--- src/rtl/ps2_pkg.sv ---
// Shared PS/2 types and constants for the host transmitter and the keyboard receive path.
package ps2_pkg;

  typedef enum logic [2:0] {
    IDLE      = 3'd0,
    INHIBIT   = 3'd1,
    START     = 3'd2,
    DATA      = 3'd3,
    ACK       = 3'd4,
    WAIT_IDLE = 3'd5,
    ERR       = 3'd6
  } ps2_state_t;

  localparam logic [1:0] ERR_NONE    = 2'b00;
  localparam logic [1:0] ERR_NO_CLK  = 2'b01;
  localparam logic [1:0] ERR_XFER_TO = 2'b10;
  localparam logic [1:0] ERR_NO_ACK  = 2'b11;

  localparam logic [7:0] CMD_SET_LED = 8'hED;
  localparam logic [7:0] CMD_ENABLE  = 8'hF4;
  localparam logic [7:0] CMD_RESET   = 8'hFF;

  // PS/2 frames carry odd parity over the data byte.
  function automatic logic odd_parity(input logic [7:0] d);
    return ~^d;
  endfunction

endpackage

--- src/rtl/ps2_line_filter.sv ---
// Synchronises the PS/2 pads, debounces the clock and flags filtered falling edges.
module ps2_line_filter #(
  parameter int unsigned FILTER_LEN = 8
) (
  input  logic i_clk,
  input  logic i_rst,
  input  logic i_ps2_clk,
  input  logic i_ps2_data,
  output logic o_clk_filt,
  output logic o_data_sync,
  output logic o_fall
);

  localparam int unsigned CW = (FILTER_LEN > 1) ? $clog2(FILTER_LEN) : 1;

  logic [1:0]    r_clk_sync;
  logic [1:0]    r_data_sync;
  logic          r_clk_filt;
  logic          r_fall;
  logic [CW-1:0] r_cnt;

  // Two-flop sync, then accept a clock level only after FILTER_LEN equal samples.
  always_ff @(posedge i_clk or negedge i_rst) begin
    if (!i_rst) begin
      r_clk_sync  <= 2'b11;
      r_data_sync <= 2'b11;
      r_clk_filt  <= 1'b1;
      r_fall      <= 1'b0;
      r_cnt       <= '0;
    end else begin
      r_clk_sync  <= {r_clk_sync[0], i_ps2_clk};
      r_data_sync <= {r_data_sync[0], i_ps2_data};
      r_fall      <= 1'b0;
      if (r_clk_sync[1] == r_clk_filt) begin
        r_cnt <= '0;
      end else if (r_cnt == CW'(FILTER_LEN - 1)) begin
        r_clk_filt <= r_clk_sync[1];
        r_cnt      <= '0;
        r_fall     <= r_clk_filt;
      end else begin
        r_cnt <= r_cnt + CW'(1);
      end
    end
  end

  assign o_clk_filt  = r_clk_filt;
  assign o_data_sync = r_data_sync[1];
  assign o_fall      = r_fall;

endmodule

--- src/rtl/ps2_host_tx.sv ---
// Host-to-device PS/2 transmitter: request-to-send, 11-clock frame, ACK check, timeouts.
module ps2_host_tx
  import ps2_pkg::*;
#(
  parameter int unsigned INHIBIT_CYC  = 12000,
  parameter int unsigned START_TO_CYC = 1500000,
  parameter int unsigned XFER_TO_CYC  = 200000,
  parameter int unsigned FILTER_LEN   = 8
) (
  input  logic       i_clk,
  input  logic       i_rst,
  input  logic       i_tx_valid,
  input  logic [7:0] i_tx_data,
  output logic       o_tx_ready,
  output logic       o_tx_done,
  output logic       o_tx_err,
  output logic [1:0] o_err_code,
  output logic       o_rx_inhibit,
  input  logic       i_ps2_clk_in,
  input  logic       i_ps2_data_in,
  output logic       o_ps2_clk_oe,
  output logic       o_ps2_data_oe
);

  localparam int unsigned TW = $clog2(START_TO_CYC + 1);

  ps2_state_t    r_state, w_state_nxt;
  logic [TW-1:0] r_timer, w_timer_nxt;
  logic [3:0]    r_bitcnt, w_bitcnt_nxt;
  logic [7:0]    r_data, w_data_nxt;
  logic          r_parity, w_parity_nxt;
  logic [1:0]    r_err_code, w_err_code_nxt;
  logic          r_tx_ready, r_tx_done, r_tx_err, r_rx_inhibit, r_clk_oe, r_data_oe;
  logic          w_tx_done_nxt, w_clk_oe_nxt, w_data_oe_nxt, w_bit_oe;
  logic          w_clk_filt, w_data_sync, w_fall;
  logic          w_start_to, w_xfer_to;

  ps2_line_filter #(.FILTER_LEN(FILTER_LEN)) u_filter (
    .i_clk       (i_clk),
    .i_rst       (i_rst),
    .i_ps2_clk   (i_ps2_clk_in),
    .i_ps2_data  (i_ps2_data_in),
    .o_clk_filt  (w_clk_filt),
    .o_data_sync (w_data_sync),
    .o_fall      (w_fall)
  );

  assign w_start_to = (r_timer > TW'(START_TO_CYC));
  assign w_xfer_to  = (r_timer > TW'(XFER_TO_CYC));

  // State, datapath and registered outputs; reset drops both pad enables at once.
  always_ff @(posedge i_clk or negedge i_rst) begin
    if (!i_rst) begin
      r_state      <= IDLE;
      r_timer      <= '0;
      r_bitcnt     <= '0;
      r_data       <= '0;
      r_parity     <= 1'b0;
      r_err_code   <= ERR_NONE;
      r_tx_ready   <= 1'b1;
      r_tx_done    <= 1'b0;
      r_tx_err     <= 1'b0;
      r_rx_inhibit <= 1'b0;
      r_clk_oe     <= 1'b0;
      r_data_oe    <= 1'b0;
    end else begin
      r_state      <= w_state_nxt;
      r_timer      <= w_timer_nxt;
      r_bitcnt     <= w_bitcnt_nxt;
      r_data       <= w_data_nxt;
      r_parity     <= w_parity_nxt;
      r_err_code   <= w_err_code_nxt;
      r_tx_ready   <= (w_state_nxt == IDLE);
      r_tx_done    <= w_tx_done_nxt;
      r_tx_err     <= (w_state_nxt == ERR);
      r_rx_inhibit <= (w_state_nxt != IDLE);
      r_clk_oe     <= w_clk_oe_nxt;
      r_data_oe    <= w_data_oe_nxt;
    end
  end

  // Next-state, timer and bit sequencing; pad enables derived from the next state.
  always_comb begin
    w_state_nxt    = r_state;
    w_timer_nxt    = r_timer + TW'(1);
    w_bitcnt_nxt   = r_bitcnt;
    w_data_nxt     = r_data;
    w_parity_nxt   = r_parity;
    w_err_code_nxt = r_err_code;
    w_bit_oe       = r_data_oe;
    w_tx_done_nxt  = 1'b0;
    w_clk_oe_nxt   = 1'b0;
    w_data_oe_nxt  = 1'b0;

    unique case (r_state)
      IDLE: begin
        w_timer_nxt = '0;
        if (i_tx_valid && r_tx_ready) begin
          w_data_nxt     = i_tx_data;
          w_parity_nxt   = odd_parity(i_tx_data);
          w_err_code_nxt = ERR_NONE;
          w_bitcnt_nxt   = '0;
          w_state_nxt    = INHIBIT;
        end
      end
      INHIBIT: begin
        if (r_timer == TW'(INHIBIT_CYC - 1)) begin
          w_state_nxt = START;
          w_timer_nxt = TW'(1);
        end
      end
      START: begin
        if (w_fall) begin
          w_bit_oe     = ~r_data[0];
          w_bitcnt_nxt = 4'd1;
          w_timer_nxt  = TW'(1);
          w_state_nxt  = DATA;
        end else if (w_start_to) begin
          w_err_code_nxt = ERR_NO_CLK;
          w_state_nxt    = ERR;
        end
      end
      DATA: begin
        if (w_fall) begin
          w_bitcnt_nxt = r_bitcnt + 4'd1;
          if (r_bitcnt < 4'd8) begin
            w_bit_oe = ~r_data[r_bitcnt[2:0]];
          end else if (r_bitcnt == 4'd8) begin
            w_bit_oe = ~r_parity;
          end else begin
            w_bit_oe    = 1'b0;
            w_state_nxt = ACK;
          end
        end else if (w_xfer_to) begin
          w_err_code_nxt = ERR_XFER_TO;
          w_state_nxt    = ERR;
        end
      end
      ACK: begin
        if (w_fall) begin
          if (!w_data_sync) begin
            w_state_nxt = WAIT_IDLE;
          end else begin
            w_err_code_nxt = ERR_NO_ACK;
            w_state_nxt    = ERR;
          end
        end else if (w_xfer_to) begin
          w_err_code_nxt = ERR_XFER_TO;
          w_state_nxt    = ERR;
        end
      end
      WAIT_IDLE: begin
        if (w_clk_filt && w_data_sync) begin
          w_state_nxt   = IDLE;
          w_tx_done_nxt = 1'b1;
        end else if (w_xfer_to) begin
          w_err_code_nxt = ERR_XFER_TO;
          w_state_nxt    = ERR;
        end
      end
      ERR: begin
        w_timer_nxt = '0;
        w_state_nxt = IDLE;
      end
      default: begin
        w_state_nxt = IDLE;
      end
    endcase

    w_clk_oe_nxt = (w_state_nxt == INHIBIT);
    unique case (w_state_nxt)
      INHIBIT: w_data_oe_nxt = (w_timer_nxt == TW'(INHIBIT_CYC - 1));
      START:   w_data_oe_nxt = 1'b1;
      DATA:    w_data_oe_nxt = w_bit_oe;
      default: w_data_oe_nxt = 1'b0;
    endcase
  end

  assign o_tx_ready    = r_tx_ready;
  assign o_tx_done     = r_tx_done;
  assign o_tx_err      = r_tx_err;
  assign o_err_code    = r_err_code;
  assign o_rx_inhibit  = r_rx_inhibit;
  assign o_ps2_clk_oe  = r_clk_oe;
  assign o_ps2_data_oe = r_data_oe;

endmodule

--- config.mk ---
export PLATFORM = sky130hd
export DESIGN_NAME = ps2_host_tx
export DESIGN_NICKNAME = d
export VERILOG_FILES = /design/src/rtl/ps2_pkg.sv /design/src/rtl/ps2_line_filter.sv /design/src/rtl/ps2_host_tx.sv
export SDC_FILE = /design/constraint.sdc
export NUM_CORES = 1
export LEC_CHECK = 0
export ABC_AREA = 1
export ABC_CLOCK_PERIOD_IN_PS = 2000
export BUFFER_PORTS_ARGS = -buffer_cell sky130_fd_sc_hd__buf_2
export CORE_ASPECT_RATIO = 0.9
export CORE_MARGIN = 2
export CORE_UTILIZATION = 50
export DETAILED_ROUTE_END_ITERATION = 6
export PLACE_DENSITY = 0.76
export SYNTH_ARGS = -nofsm -noshare
export SYNTH_HDL_FRONTEND = slang
export SYNTH_SLANG_ARGS = --single-unit
--- constraint.sdc ---
create_clock -name i_clk -period 2 [get_ports i_clk]
set_clock_uncertainty 0.05 [all_clocks]
set_input_delay 0.2 -clock i_clk [delete_from_list [all_inputs] [get_ports i_clk]]
set_output_delay 0.2 -clock i_clk [all_outputs]
set_load 0.005 [all_outputs]
==> results by group, run 1 <==
Place
  – Hpwl dp: 5650 um
  – Gpl congestion: 0.974
  – PortBufs: 20
  – DP Area: 3630 sq um
  – Post-Place Worst Slack: -0.0453 ns

Finish
  – Most frequent cells in the layout: nand2_1 (121), nor2_1 (57), inv_1 (52)
  – Ant. Diodes: 0
  – Synthesis-to-finish area growth: 19.2%
  – Layout cells sized above 1: 23.7%
  – Design area: 3960 sq um
  – Commonest non-fill, non-tap cell in the layout: nand2_1
  – Final #Nets: 528

Power
  – Pint: 0.00157 W
  – P_leak: 1.99 nW
  – Combinational power share: 6.7%
  – Sequential power share: 57.0%
  – Switching power total: 0.000460 W
  – VDD IR-drop max: 0.000438 V
  – PwrDens: 512 nW/um^2
  – Switch share: 22.7%
  – Total chip power: 0.00203 W
  – Clock power frac: 36.3%

Timing
  – Max frequency: 498 MHz
  – Hold Slack: 0.0645 ns
  – Setup TNS: -0.00638 ns
  – Part of the cycle the worst path needs: 100%
  – Max Slew Vio Count: 0
  – Final Hold Vio Count: 0
  – Min cycle time layout: 2.01 ns
  – Slew at the pin closest to its max-slew limit: 0.680 ns
  – Relative slew slack: 54.6%
  – Setup violators final: 1
  – Final WS setup: -0.00638 ns
  – Unrepaired setup endpoints after global routing: true

GRT
  – Number of antenna violations at the first check in global routing: 0
  – Gr ovfl total: 0
  – Number of global-route vias before repair: 2853
  – All-layer global routing usage: 21.2%
  – Largest net degree at the start of global routing: 55
  – First-pass GRT wire length: 12600 um

Critical path
  – Crit Path Category: flip-flop to flip-flop
  – Cell at the slowest stage of the critical path: dfrtp_1
  – Worst path most repeated cell: nand2_1
  – CP cell instances: buf_4 -> inv_1 -> ha_2 -> nand3_1 -> nor2_1 -> nand3_1 -> nand3_2 -> nand2_1 -> nand3_1 -> nand3_2 -> nand3_2 -> nand2_1 -> inv_1 -> nand2_1 -> nand2_1 -> nand2_1
  – Crit-path max cell delay: 0.42 ns
  – Critical path data arrival time: 2.16 ns
  – Crit. End Element: flip-flop
  – CP required: 2.16 ns
  – Worst Path Max Fanout: 5
  – CP startpoint kind: flip-flop

Synthesis
  – Post-synthesis cell count: 458
  – Post-synthesis cell type count: 38
  – Synth Register Bits: 54
  – Ys Warns: 0
  – Syn Nets: 477
  – Sequential area share after synthesis: 40.9%
  – Area of the mapped netlist: 3320 sq um
  – Avg Inst Size Synth: 7.25 sq um

Drt
  – Via count: 3155
  – Final WL: 7880 um
  – Avg WL per Cell: 13.1 um
  – Initial drt markers: 227
  – Via count normalized by instance count: 5.26
  – DRT Pass-1 Iters: 6
  – Residual DRC: 0
  – Antenna-violating nets left: 0

Die
  – Initial Util: 51.0%
  – Core area: 6520 sq um
  – Die width: 89.9 um
  – Rows: 28
  – DIE AREA: 7310 sq um
  – Chip Height: 81.3 um
  – I/O pins: 21

Clock tree
  – CTS tree: yes
  – Worst skew pair latency: 0.30 ns
  – H-tree lvl count: 2
  – Total clock sinks: 54
  – Clock tree buffer depth: 2
  – TritonCTS buffer count: 5
  – Clk root buf: clkbuf_8
  – Clk pin slew, worst setup/hold paths: 0.10 ns

Run
  – Maxcap violations: 0

Outcome
  – Run status: finished, violations left
  – Failing checks: negative setup slack

Min path
  – Worst hold path class: primary input to flip-flop
[per-stage QoR]
| step | utilization, % | instances |
|---|---|---|
| detailed placement | 55.6 | 579 |
| global placement | 55.6 | 579 |
| global route | 60.8 | 600 |
| finish | 60.8 | 600 |
| CTS | 58.4 | 593 |
| floorplan | - | 458 |
[area by class of cell]
type | instances | area (sq um)
multi-input cells | 336 | 1810
flip-flops and latches | 54 | 1370
repair buffers | 49 | 325
well taps | 90 | 113
fillers | 618 | 2560
inverters | 63 | 236
clock inverters | 3 | 45.0
clock buffers | 5 | 68.8
[synth_stat cells]
library cell	count	area, sq um
nor2_4	4	45.0
buf_6	1	11.3
nand3b_1	5	37.5
a21oi_1	7	35.0
nor2_1	65	244
nand2_2	7	43.8
clkbuf_2	1	5.00
buf_2	3	15.0
clkbuf_1	1	3.75
nor3_1	13	65.1
nand2_1	124	465
o22ai_1	3	18.8
clkinv_1	3	11.3
o21ai_0	8	40.0
a2111o_1	1	11.3
a32oi_1	1	8.76
a22oi_1	3	22.5
dfrtp_1	48	1200
or2_2	2	12.5
a211oi_1	1	7.51
dfstp_2	6	158
xnor2_1	9	78.8
inv_2	7	26.3
nand3_2	2	20.0
and3_1	1	6.26
o211ai_1	1	7.51
nor2_2	8	50.1
xor2_1	8	70.1
ha_1	6	75.1
inv_1	53	199
or2_1	1	6.26
nand4_2	1	12.5
nand3_1	38	190
a21oi_2	1	8.76
nand3_4	1	17.5
nand4_1	11	68.8
o21ai_1	2	10.0
nand2_4	1	11.3
[logic make-up (layout without fill, tap and decap cells)]
kind of cell	Yosys count	in the layout	synth area share, %
and+or+nand+nor	284	285	39.0
buffers and inverters	69	120	8.18
DFF	54	54	40.9
AOI/OAI and AO/OA	28	28	5.12
xor gates and xnor gates	17	17	4.48
adders and majority gates	6	6	2.26
[layer usage]
metal | track usage, % | vias to the layer above | share of wire (%)
li1 | - | 1564 | -
met1 | 29.8 | 1463 | 47
met2 | 35.7 | 112 | 46
met3 | 3.43 | 16 | 6.2
met4 | 3.54 | 0 | 1.0
met5 | 0 | - | 0
[power by group through the flow]
stage	Sequential, W	Clock [W]	Combinational (W)
global route	0.00116	0.000804	0.000158
CTS	0.00116	0.000761	0.000140
floorplan	0.00117	0	0.0000799
detailed placement	0.00118	0	0.000135
global placement	0.00118	0	0.000126
finish	0.00116	0.000736	0.000136
[final timing paths]
kind                                         from                endpoint  slack, ns  cells past startpoint
max                                    r_timer[1]           o_ps2_data_oe     -0.006                     16
max in group asynchronous                   i_rst              r_timer[2]       0.92                      3
max reg2reg                            r_timer[1]           o_ps2_data_oe     -0.006                     16
min in group asynchronous                   i_rst             r_timer[13]       0.50                      3
min reg2reg                u_filter.r_clk_sync[0]  u_filter.r_clk_sync[1]       0.31                      0
min                                  i_tx_data[1]               r_data[1]       0.06                      3
[flip-flops by register name (all words and copies together), names as in the netlist]
register,cells
r_timer,21
r_state,3
o_tx_ready,1
u_filter.r_clk_sync,2
o_err_code,2
o_rx_inhibit,1
r_parity,1
o_tx_err,1
o_ps2_clk_oe,1
u_filter.r_cnt,3
o_ps2_data_oe,1
u_filter.o_clk_filt,1
o_tx_done,1
u_filter.r_data_sync,2
r_data,8
r_bitcnt,4
u_filter.o_fall,1
[what timing repair did]
action | CTS | global route
setup endpoints to repair | 3 | 5
hold buffers | 3 | 0
endpoints found under the hold margin | 50 | 0
cloned | 0 | 1
gates resized for setup | 2 | 29
setup buffers | 3 | 6
pin swaps | 0 | 12
[critical path, delay by kind of cell, from the launching register on]
family / cells / cell delay (ns)
adders and majority gates: 1 / 0.16
buffers and inverters: 3 / 0.25
DFF: 1 / 0.42
and+or+nand+nor: 12 / 1.03
No activity file was read; power rests on OpenSTA's default activity.
==> inputs of run 2 (changes only) <==
--- a/config.mk
+++ b/config.mk
@@ -13,6 +13,7 @@
 export CORE_UTILIZATION = 50
 export DETAILED_ROUTE_END_ITERATION = 6
 export PLACE_DENSITY = 0.76
+export RECOVER_POWER = 25
 export SYNTH_ARGS = -nofsm -noshare
 export SYNTH_HDL_FRONTEND = slang
 export SYNTH_SLANG_ARGS = --single-unit
==> constraint.sdc (replaced) <==
create_clock -name i_clk -period 2 [get_ports i_clk]
set_clock_uncertainty 0.05 [all_clocks]
set_input_delay 0.4 -clock i_clk [delete_from_list [all_inputs] [get_ports i_clk]]
set_output_delay 0.4 -clock i_clk [all_outputs]
set_load 0.005 [all_outputs]
==> results by group, run 2 (same netlist as run 1, synthesis figures left out) <==
Outcome
  – Failing checks: negative setup slack
  – Run status: finished, violations left

Critical path
  – Worst path top cell family by delay: simple AND/OR/NAND/NOR gates
  – Crit-path max cell delay: 0.43 ns
  – Worst Path Max Fanout: 8
  – Crit. End Element: flip-flop
  – Worst path most repeated cell: nand2_1
  – Setup crit start: r_timer[1]
  – Critical path data arrival time: 2.20 ns
  – CP cell instances: ha_4 -> nand4_1 -> nor2_1 -> nand3_1 -> nand2_4 -> nand2_8 -> buf_4 -> nand4_1 -> nor2_1 -> nand2_1 -> nor2_2 -> nand3_1 -> nand2_1 -> nand2_1 -> nand2_1
  – WP buf/inv: 1
  – CP required: 2.17 ns
  – Reg2reg start: r_timer[1]
  – CP startpoint kind: flip-flop
  – Crit Path Category: flip-flop to flip-flop
  – Cell at the slowest stage of the critical path: dfrtp_1

Die
  – Initial Util: 51.0%
  – Die width: 89.9 um
  – Core area: 6520 sq um
  – Rows: 28
  – DIE AREA: 7310 sq um
  – I/O pins: 21
  – Chip Height: 81.3 um

Timing
  – Max frequency: 493 MHz
  – Setup violators final: 1
  – Setup TNS: -0.0266 ns
  – Max Slew Vio Count: 0
  – Part of the cycle the worst path needs: 101%
  – Slew at the pin closest to its max-slew limit: 1.30 ns
  – Unrepaired setup endpoints after global routing: true
  – Final Hold Vio Count: 0
  – Final WS setup: -0.0266 ns
  – Min cycle time layout: 2.03 ns
  – Relative slew slack: 13.4%

Finish
  – Most flops, register: r_timer
  – Final #Nets: 525
  – Most frequent cells in the layout: nand2_1 (115), nor2_1 (55), inv_1 (51)
  – Largest regs: r_timer (21), r_data (8), r_bitcnt (4)
  – Layout cells sized above 1: 26.2%
  – Commonest non-fill, non-tap cell in the layout: nand2_1
  – Design area: 3980 sq um
  – Synthesis-to-finish area growth: 19.8%
  – Fill count: 594
  – Finished Core Util: 61.0%
  – Number of flip-flops in the largest register: 21
  – Ant. Diodes: 0

Drt
  – Via count normalized by instance count: 5.21
  – Final WL: 7870 um
  – DRT Pass-1 Iters: 5
  – Avg WL per Cell: 13.2 um
  – Via count: 3112
  – Antenna-violating nets left: 0
  – Initial drt markers: 258
  – Residual DRC: 0

Clock tree
  – H-tree lvl count: 2
  – Clk pin slew, worst setup/hold paths: 0.10 ns
  – Worst skew pair latency: 0.32 ns
  – Total clock sinks: 54
  – Hold buffers post-CTS: 0
  – Clock tree buffer depth: 2
  – TritonCTS buffer count: 5
  – Clk root buf: clkbuf_8
  – CTS tree: yes

Min path
  – Hold_sp: i_ps2_data_in
  – Worst hold path class: primary input to flip-flop

Place
  – PortBufs: 20
  – Hpwl dp: 5540 um
  – DP Area: 3620 sq um
  – Gpl congestion: 0.953

GRT
  – First-pass GRT wire length: 12400 um
  – All-layer global routing usage: 20.9%
  – Gr ovfl total: 0
  – Number of antenna violations at the first check in global routing: 0
  – Number of global-route vias before repair: 2712
  – Largest net degree at the start of global routing: 55

Power
  – P_leak: 1.97 nW
  – PwrDens: 491 nW/um^2
  – VDD IR-drop max: 0.000463 V
  – Total chip power: 0.00195 W

Run
  – Maxcap violations: 0
## run 2: changes by cell type in the layout (fill, tap and decap cells not counted), sizes merged
cell         change
buf              -1
dlygate4sd3      -3
clkbuf           +2
inv              +1
clkinvlp         -1
bufinv           -1
## run 2: worst reg2reg max path, cell delays in order (launching register included)
cell	delay, ns
dfrtp_1	0.43
ha_4	0.18
nand4_1	0.12
nor2_1	0.17
nand3_1	0.13
nand2_4	0.14
nand2_8	0.09
buf_4	0.17
nand4_1	0.08
nor2_1	0.05
nand2_1	0.07
nor2_2	0.04
nand3_1	0.07
nand2_1	0.05
nand2_1	0.06
nand2_1	0.04
## run 2: report_power, final
group          switching, W  internal, W
Combinational     0.0000737    0.0000545
Clock              0.000379     0.000286
Sequential        0.0000220      0.00114
Total              0.000474      0.00148
## run 2: repair_timing
item	CTS	global route
pin swaps	0	22
buffers inserted	3	9
gates resized for setup	2	45
setup endpoints to repair	1	3
cloned	0	1
## run 2: layout make-up
type / count / area [sq um] / area share (%)
clock buffer: 6 / 82.6 / 2.08
multi-input combinational: 336 / 1870 / 47.0
tap: 90 / 113 / 2.83
sequential: 54 / 1360 / 34.2
clock inverter: 2 / 16.3 / 0.409
timing repair buffer: 46 / 300 / 7.55
inverter: 63 / 236 / 5.95
## run 2: final timing paths
kind	slack (ns)	to	cells past startpoint
min reg2reg	0.31	u_filter.r_data_sync[1]	0
max	-0.03	o_ps2_data_oe	15
min	0.12	u_filter.r_data_sync[0]	1
max reg2reg	-0.03	o_ps2_data_oe	15
max in group asynchronous	0.64	r_timer[13]	2
min in group asynchronous	0.39	r_timer[11]	2
## run 2: layer usage
| metal | part of all wire (%) | global-route usage, % |
|---|---|---|
| met4 | 1.4 | 4.15 |
| met3 | 4.7 | 2.78 |
| met1 | 48 | 30.1 |
| met2 | 46 | 34.4 |
| met5 | 0 | 0 |
## run 2: metrics by stage
step	cells	hold WS, ns	setup slack (ns)
after detailed placement	576	0.299	-0.0287
after global routing	597	0.114	-0.149
after floorplan	458	0.0544	0.168
after CTS	587	0.0199	0.00585
after global placement	576	0.297	0.0117
final	597	0.123	-0.0266
